File: src/rtl/pipe_elastic_stage_pkg.sv
// Shared types and defaults for the elastic pipeline stage.
// Holds the default depth / counter width, the ID->EX payload layout and the
// pointer-width helper used by both the stage and its storage array.
package pipe_elastic_stage_pkg;

  // ID->EX payload bundle; all-zero value is the NOP bubble.
  typedef struct packed {
    logic [7:0]  aluop;
    logic [2:0]  alusel;
    logic [31:0] reg1;
    logic [31:0] reg2;
    logic [4:0]  wd;
    logic        wreg;
  } id_ex_payload_t;

  localparam int unsigned PIPE_DEPTH_DEF  = 2;
  localparam int unsigned PIPE_CNT_W_DEF  = 16;
  localparam int unsigned ID_EX_PAYLOAD_W = $bits(id_ex_payload_t);

  // Pointer width for a power-of-two depth; never narrower than one bit.
  function automatic int unsigned ptr_w(input int unsigned depth);
    return (depth > 1) ? $clog2(depth) : 1;
  endfunction

endpackage

File: src/rtl/pipe_elastic_mem.sv
// Storage array for pipe_elastic_stage: DEPTH x DATA_W, one synchronous write
// port, asynchronous read. Contents are deliberately not reset.
// Ports:
//   clk      in   clock, rising edge
//   we       in   write enable
//   wr_addr  in   write slot
//   wr_data  in   write payload
//   rd_addr  in   read slot
//   rd_data  out  payload at rd_addr (combinational)
module pipe_elastic_mem
  import pipe_elastic_stage_pkg::*;
#(
  parameter int unsigned DATA_W = ID_EX_PAYLOAD_W,
  parameter int unsigned DEPTH  = PIPE_DEPTH_DEF,
  localparam int unsigned PTR_W = ptr_w(DEPTH)
) (
  input  logic              clk,
  input  logic              we,
  input  logic [PTR_W-1:0]  wr_addr,
  input  logic [DATA_W-1:0] wr_data,
  input  logic [PTR_W-1:0]  rd_addr,
  output logic [DATA_W-1:0] rd_data
);

  logic [DATA_W-1:0] mem [DEPTH];

  // Write port
  always_ff @(posedge clk) begin
    if (we) mem[wr_addr] <= wr_data;
  end

  assign rd_data = mem[rd_addr];

endmodule

File: src/rtl/pipe_elastic_stage.sv
// Elastic pipeline stage: circular buffer of DEPTH payloads with valid/ready
// handshakes on both sides, flush, and all-zero NOP output when empty.
// Optional perf counters are built when PIPE_ELASTIC_PERF_EN is defined;
// otherwise stall_cnt / bubble_cnt are tied to zero (same port list).
// Ports:
//   clk, rst          clock; synchronous active-high reset
//   flush             drop every held entry on the next edge
//   in_valid/in_ready/in_data     upstream handshake and payload
//   out_valid/out_ready/out_data  downstream handshake and head payload
//   level             entries currently held (registered)
//   stall_cnt         cycles with out_valid && !out_ready (saturating)
//   bubble_cnt        cycles with !out_valid (saturating)
module pipe_elastic_stage
  import pipe_elastic_stage_pkg::*;
#(
  parameter int unsigned DATA_W = ID_EX_PAYLOAD_W,
  parameter int unsigned DEPTH  = PIPE_DEPTH_DEF,
  parameter int unsigned CNT_W  = PIPE_CNT_W_DEF
) (
  input  logic                       clk,
  input  logic                       rst,
  input  logic                       flush,
  input  logic                       in_valid,
  output logic                       in_ready,
  input  logic [DATA_W-1:0]          in_data,
  output logic                       out_valid,
  input  logic                       out_ready,
  output logic [DATA_W-1:0]          out_data,
  output logic [$clog2(DEPTH+1)-1:0] level,
  output logic [CNT_W-1:0]           stall_cnt,
  output logic [CNT_W-1:0]           bubble_cnt
);

  localparam int unsigned PTR_W = ptr_w(DEPTH);
  localparam int unsigned LVL_W = $clog2(DEPTH + 1);

  logic [PTR_W-1:0]  wr_ptr;
  logic [PTR_W-1:0]  rd_ptr;
  logic [LVL_W-1:0]  count;
  logic [DATA_W-1:0] rd_data;
  logic              push;
  logic              pop;

  // Handshake depends only on registered state, rst and flush (no out_ready path).
  assign in_ready  = !rst && !flush && (count != LVL_W'(DEPTH));
  assign out_valid = !rst && !flush && (count != '0);
  assign push      = in_valid && in_ready;
  assign pop       = out_valid && out_ready;
  assign out_data  = out_valid ? rd_data : '0;
  assign level     = count;

  pipe_elastic_mem #(
    .DATA_W (DATA_W),
    .DEPTH  (DEPTH)
  ) u_mem (
    .clk     (clk),
    .we      (push),
    .wr_addr (wr_ptr),
    .wr_data (in_data),
    .rd_addr (rd_ptr),
    .rd_data (rd_data)
  );

  // Pointers wrap naturally because DEPTH is a power of two.
  always_ff @(posedge clk) begin
    if (rst || flush) begin
      wr_ptr <= '0;
      rd_ptr <= '0;
      count  <= '0;
    end else begin
      if (push) wr_ptr <= wr_ptr + PTR_W'(1);
      if (pop)  rd_ptr <= rd_ptr + PTR_W'(1);
      case ({push, pop})
        2'b10:   count <= count + LVL_W'(1);
        2'b01:   count <= count - LVL_W'(1);
        default: count <= count;
      endcase
    end
  end

`ifdef PIPE_ELASTIC_PERF_EN
  // Saturating perf counters; only rst clears them.
  always_ff @(posedge clk) begin
    if (rst) begin
      stall_cnt  <= '0;
      bubble_cnt <= '0;
    end else begin
      if (out_valid && !out_ready && (stall_cnt != '1)) stall_cnt <= stall_cnt + CNT_W'(1);
      if (!out_valid && (bubble_cnt != '1))             bubble_cnt <= bubble_cnt + CNT_W'(1);
    end
  end
`else
  assign stall_cnt  = '0;
  assign bubble_cnt = '0;
`endif

endmodule
File: config.mk
export PLATFORM = sky130hd
export DESIGN_NAME = pipe_elastic_stage
export DESIGN_NICKNAME = d
export VERILOG_FILES = /design/src/rtl/pipe_elastic_stage_pkg.sv /design/src/rtl/pipe_elastic_mem.sv /design/src/rtl/pipe_elastic_stage.sv
export SDC_FILE = /design/constraint.sdc
export NUM_CORES = 1
export LEC_CHECK = 0
export ABC_CLOCK_PERIOD_IN_PS = 11520
export CAP_MARGIN = 20
export CORE_ASPECT_RATIO = 0.7
export CORE_MARGIN = 2
export CORE_UTILIZATION = 67
export CTS_CLUSTER_DIAMETER = 40
export DETAILED_ROUTE_END_ITERATION = 16
export DONT_BUFFER_PORTS = 1
export PLACE_DENSITY = 0.83
export SETUP_SLACK_MARGIN = 0.3
export SLEW_MARGIN = 20
export SYNTH_ARGS = -nofsm -noshare
export SYNTH_HDL_FRONTEND = slang
export SYNTH_SLANG_ARGS = --single-unit
File: constraint.sdc
create_clock -name clk -period 11.52 [get_ports clk]
set_clock_uncertainty 0.1 [all_clocks]
set_input_delay 2.304 -clock clk [delete_from_list [all_inputs] [get_ports clk]]
set_output_delay 2.304 -clock clk [all_outputs]
set_load 0.05 [all_outputs]
After elaboration in Yosys (flattened, before gate mapping) --
Memories as Yosys holds them, arrays and structs flattened. A register that Yosys moved wholly into a read port is not among the register bits. Index checks and enable logic that the tools add are counted. Widths: inputs -> output; s select.
Storage, ports and cells: register bits after elaboration 4, memory bits (writable) 162, input port bits 86, output and inout port bits 117, logic and storage cells 27, memories kept 1
Memory list:
- u_mem.mem | depth 2, width 81, read ports 1, clocked after Yosys merged registers in 1, write ports 1, line pipe_elastic_mem.sv:25 | logic [DATA_W-1:0] mem [DEPTH];
Cells by class: add/subtract/negate cells 4, equal/unequal tests 3, multiplexer cells 6, reductions and logical operators 10
Operator list (count):
- $mux 81 | 1
- $logic_and 1x1->1 | 5
- $mux 1 | 4
- $pmux 2 s2 | 1
- $reduce_bool 2->1 | 2
- $add 1x1->1 const B | 2
- $add 2x1->2 const B | 1
- $eq 2x1->1 const B | 1
- $eq 2x2->1 const B | 1
- $logic_not 1->1 | 2
- $ne 2x2->1 const B | 1
- $sub 2x1->2 const B | 1
- $logic_or 1x1->1 | 1

Depth between registers and ports, before layout --
word-level depth 6, gate-level depth with buffers 8, depth with buffers taken out 8

Hierarchy --
Synthesis repeated with hierarchy kept, for this count alone.
Second synthesis, totals: cell total of the unflattened synthesis 404, area total of the unflattened synthesis 7288.2 µm²
Modules (own cells, without submodules):
- pipe_elastic_mem | times used 1, cells each 254, area an instance 6261.0 µm², sequential area each 4864.7 µm²
- pipe_elastic_stage | times used 1, cells each 150, area an instance 1027.2 µm², sequential area each 80.1 µm²

Least setup slack after synthesis --
Ideal clock, no wire load.
kind input port to flip-flop, start point input port flush, end point memory u_mem.mem[0][0] in the netlist's numbering (enable), library setup time 521 ps, arrival time 6005 ps, data required time 10899 ps, path slack 4894 ps, cell stages on the path 3, path buffers 0, path through nor2_1 > nand3_1 > nor2_1
Between the ends: cells in the longest elaborated chain, start to end 6
RTL lines:
- start, declared | line pipe_elastic_stage.sv:22 | input logic flush,
- $logic_not 1->1 | line pipe_elastic_stage.sv:45 | assign in_ready = !rst && !flush && (count != LVL_W'(DEPTH));
- $logic_and 1x1->1 (2 in series) | line pipe_elastic_stage.sv:45
- $logic_and 1x1->1 | line pipe_elastic_stage.sv:47 | assign push = in_valid && in_ready;
- $mux 1 | line pipe_elastic_mem.sv:29 | if (we) mem[wr_addr] <= wr_data;
- $mux 1 (implied by the code) | line pipe_elastic_mem.sv:29
- end, declared | line pipe_elastic_mem.sv:25
Every way passes these cells.

Worst setup path after layout --
start point input port flush, end point output port out_data[4]
Between the ends: cells in the longest elaborated chain, start to end 4
RTL lines:
- $logic_not 1->1 | line pipe_elastic_stage.sv:46 | assign out_valid = !rst && !flush && (count != '0);
- $logic_and 1x1->1 (2 in series) | line pipe_elastic_stage.sv:46
- $mux 81 | line pipe_elastic_stage.sv:49 | assign out_data = out_valid ? rd_data : '0;
- end, declared | line pipe_elastic_stage.sv:28 | output logic [DATA_W-1:0] out_data,
Every way passes these cells.

==> results.py <==
metrics = {
    "placed_design": {
        "pre_cts_ws_ns": 5.25,
        "port_buffers": 0,
        "gp_congestion": 0.700,
        "place_area_mm2": 0.00656,
        "hpwl_um": 6890,
    },
    "grt": {
        "grt_pass1_vias": 2962,
        "grt_pass1_wl_um": 15600,
        "antenna_found_initial": 0,
        "gr-usage-all-layers_pct": 20.5,
        "grt_max_degree": 83,
        "grt_overflow_total": 0,
    },
    "clock_network": {
        "cts_num_sinks": 167,
        "cts.htree.levels": 4,
        "clock_latency_ns": 0.41,
        "tritoncts": "built",
        "cts_buffers": 17,
        "cts_buffer_depth": 2,
        "cts_resized": 0,
        "cts_setup_buffers": 0,
        "cts_hold_buffers": 0,
        "cts.reportedPaths.clkPinSlew_ns": 0.06,
        "cts_root_buffer": "clkbuf_16",
    },
    "die": {
        "start_util_pct": 68.2,
        "die_h_um": 86.8,
        "num_rows": 30,
        "dieWidth_um": 122,
        "die_area_mm2": 0.0106,
        "core_area_mm2": 0.00961,
        "ios": 203,
    },
    "critical_path": {
        "crit_fanout": 82,
        "reg2reg_from": "level[0]$_SDFFE_PP0P_",
        "crit_buf_inv": 1,
        "critPathMaxStageDelay_ns": 0.82,
        "path_cells": "nor2_1 > o21ai_4 > buf_4 > nor2_1",
        "ff2ff_setup_slack_ns": 8.28,
        "cpMostUsedCell": "nor2_1",
        "crit_type": "in -> out",
        "cp_top_family": "simple AND/OR/NAND/NOR gates",
        "timing.critical_path.to_type": "output pin",
        "rr_worst_depth": 8,
        "startpoint_type": "primary input",
        "worst_ep_required_time_ns": 9.12,
        "r2r-end": "level[1]$_SDFFE_PP0P_",
        "crit_arrival_ns": 3.87,
        "cpMaxStageDelayCell": "nor2_1",
    },
    "sta": {
        "hold-worst-slack_ns": 0.413,
        "setup_violations": 0,
        "timing.setup.tns_ns": 0,
        "fin_crit_ns": 6.28,
        "fin_crit_sh_pct": 54.5,
        "hold_viol_final": 0,
        "rsz0062_at_grt": "no",
        "fin_ws_ns": 5.24,
        "drv_slew": 0,
        "worstMarginPinSlew_ns": 1.05,
        "max_freq_ghz": 0.159,
        "slew-limit-headroom_pct": 29.8,
    },
    "synth": {
        "yosys_warnings": 0,
        "yosys.area.top_type": "edfxtp_1",
        "ys_seq_area_share_pct": 75.7,
        "synth_common_cells": "edfxtp_1 (162), nor2_1 (87), mux2i_1 (81)",
        "synth_edf_count": 162,
        "synth_area_leaders": "edfxtp_1 (74%), mux2i_1 (12%), nor2_1 (5.0%)",
        "syn_inst": 404,
        "ys_ff_latch": 167,
        "synth_area_mm2": 0.00656,
        "ys_types": 20,
        "yosysMostFrequentCell": "edfxtp_1",
        "avgSynthCellArea_um2": 16.2,
        "async_flop_share_pct": 0,
        "ys.flop_type": "edfxtp_1",
        "synth_top_area_share_pct": 74.2,
    },
    "routing": {
        "finalWirelength_um": 11000,
        "num_vias": 3111,
        "detail-route-antenna-nets": 0,
        "drc": 0,
        "vias_per_cell": 5.64,
        "firstDrtPassIters": 5,
        "drtIter0Drc": 228,
        "wl_per_cell_um": 19.9,
    },
    "layout": {
        "drive_gt1_share_pct": 9.67,
        "final_nets": 498,
        "syn2layout_area_growth_pct": 9.18,
        "post-route-cell-area_mm2": 0.00716,
        "n_antenna_cell": 0,
        "finish.utilization_pct": 74.5,
    },
    "min_path": {
        "holdPathEnd": "rd_ptr$_SDFFE_PP0P_",
        "hold_class": "reg -> reg",
        "hold_depth": 2,
        "worstHoldStart": "rd_ptr$_SDFFE_PP0P_",
    },
    "run": {
        "drv_cap": 0,
    },
    "run_status": {
        "status": "complete, no violations",
    },
    "power": {
        "power.density_mw_per_mm2": 175,
        "vdd_drop_max_mv": 0.164,
        "power_leakage_nw": 2.23,
    },
}
[worst max-delay path by stage]
stage,start,to,slack (ns),cells after the start
6_report,flush,out_data[4],5.24,4
5_1_grt,flush,out_data[32],5.13,4
4_1_cts,flush,out_data[32],5.23,4
3_5_place_dp,flush,out_data[3],5.25,4
3_3_place_gp,flush,out_data[12],5.31,4
2_1_floorplan,flush,u_mem.mem[0][0]$_DFFE_PP_,4.89,3
[flip-flops by register name (all words and copies together), names as in the netlist, named ones only]
register	cells
level	2
rd_ptr	1
u_mem.mem	162
wr_ptr	1
[through the flow]
step	std cells	power [mW]
3_5_place_dp	518	0.740
2_1_floorplan	435	0.745
6_report	552	1.25
5_1_grt	552	1.29
4_1_cts	550	1.26
3_3_place_gp	518	0.739
[area by class of cell]
cell class | count | area [um^2]
multi-input cells | 217 | 1400
clock inverters | 15 | 129
inverters | 2 | 7.51
fillers | 560 | 2450
repair buffers | 6 | 70.1
clock buffers | 17 | 425
flip-flops and latches | 167 | 4970
well taps | 128 | 160
[cell families (layout without fill, tap and decap cells)]
kind of cell               count (synthesis)  count (layout)  synth area share (%)
adders and majority gates                  1               1                 0.191
xor gates and xnor gates                   3               3                 0.401
DFF                                      167             167                  75.7
muxes                                     81              81                  12.4
AOI/OAI and AO/OA                          6               6                 0.554
other                                      1              32                0.0572
and+or+nand+nor                           94              94                  5.61
buffers and inverters                     51              40                  5.08
[tightest hold or removal path, cell delays in order, from the launching register on]
cell and delay (ns):
dfxtp_1 0.32, xor2_1 0.08, nor2_1 0.08
[report_power, final]
| part | switching, mW | internal (mW) |
|---|---|---|
| combinational | 0.0407 | 0.00590 |
| sequential | 0.00353 | 0.679 |
| clock | 0.223 | 0.298 |
[layer usage]
metal | vias up | share of wire (%) | global-route usage (%)
met5 | - | 0 | 0
met4 | 0 | 0.88 | 7.52
met3 | 9 | 12 | 9.87
met2 | 176 | 51 | 33.6
met1 | 1509 | 37 | 23.8
li1 | 1417 | - | -
[layout by cell type (no fill, tap or decap), types with 2 or more instances in the layout]
cell        instances
a21oi_1             2
and2_1              2
buf_12              2
buf_4               4
clkbuf_16          17
clkinv_1            2
clkinv_2            2
clkinvlp_4          5
conb_1             32
dfxtp_1             4
edfxtp_1          162
inv_1               2
inv_6               4
mux2i_1            81
nand3_1             2
nor2_1             85
nor2_4              2
o21ai_0             2
xor2_1              2
(Power assumes the default switching activity.)
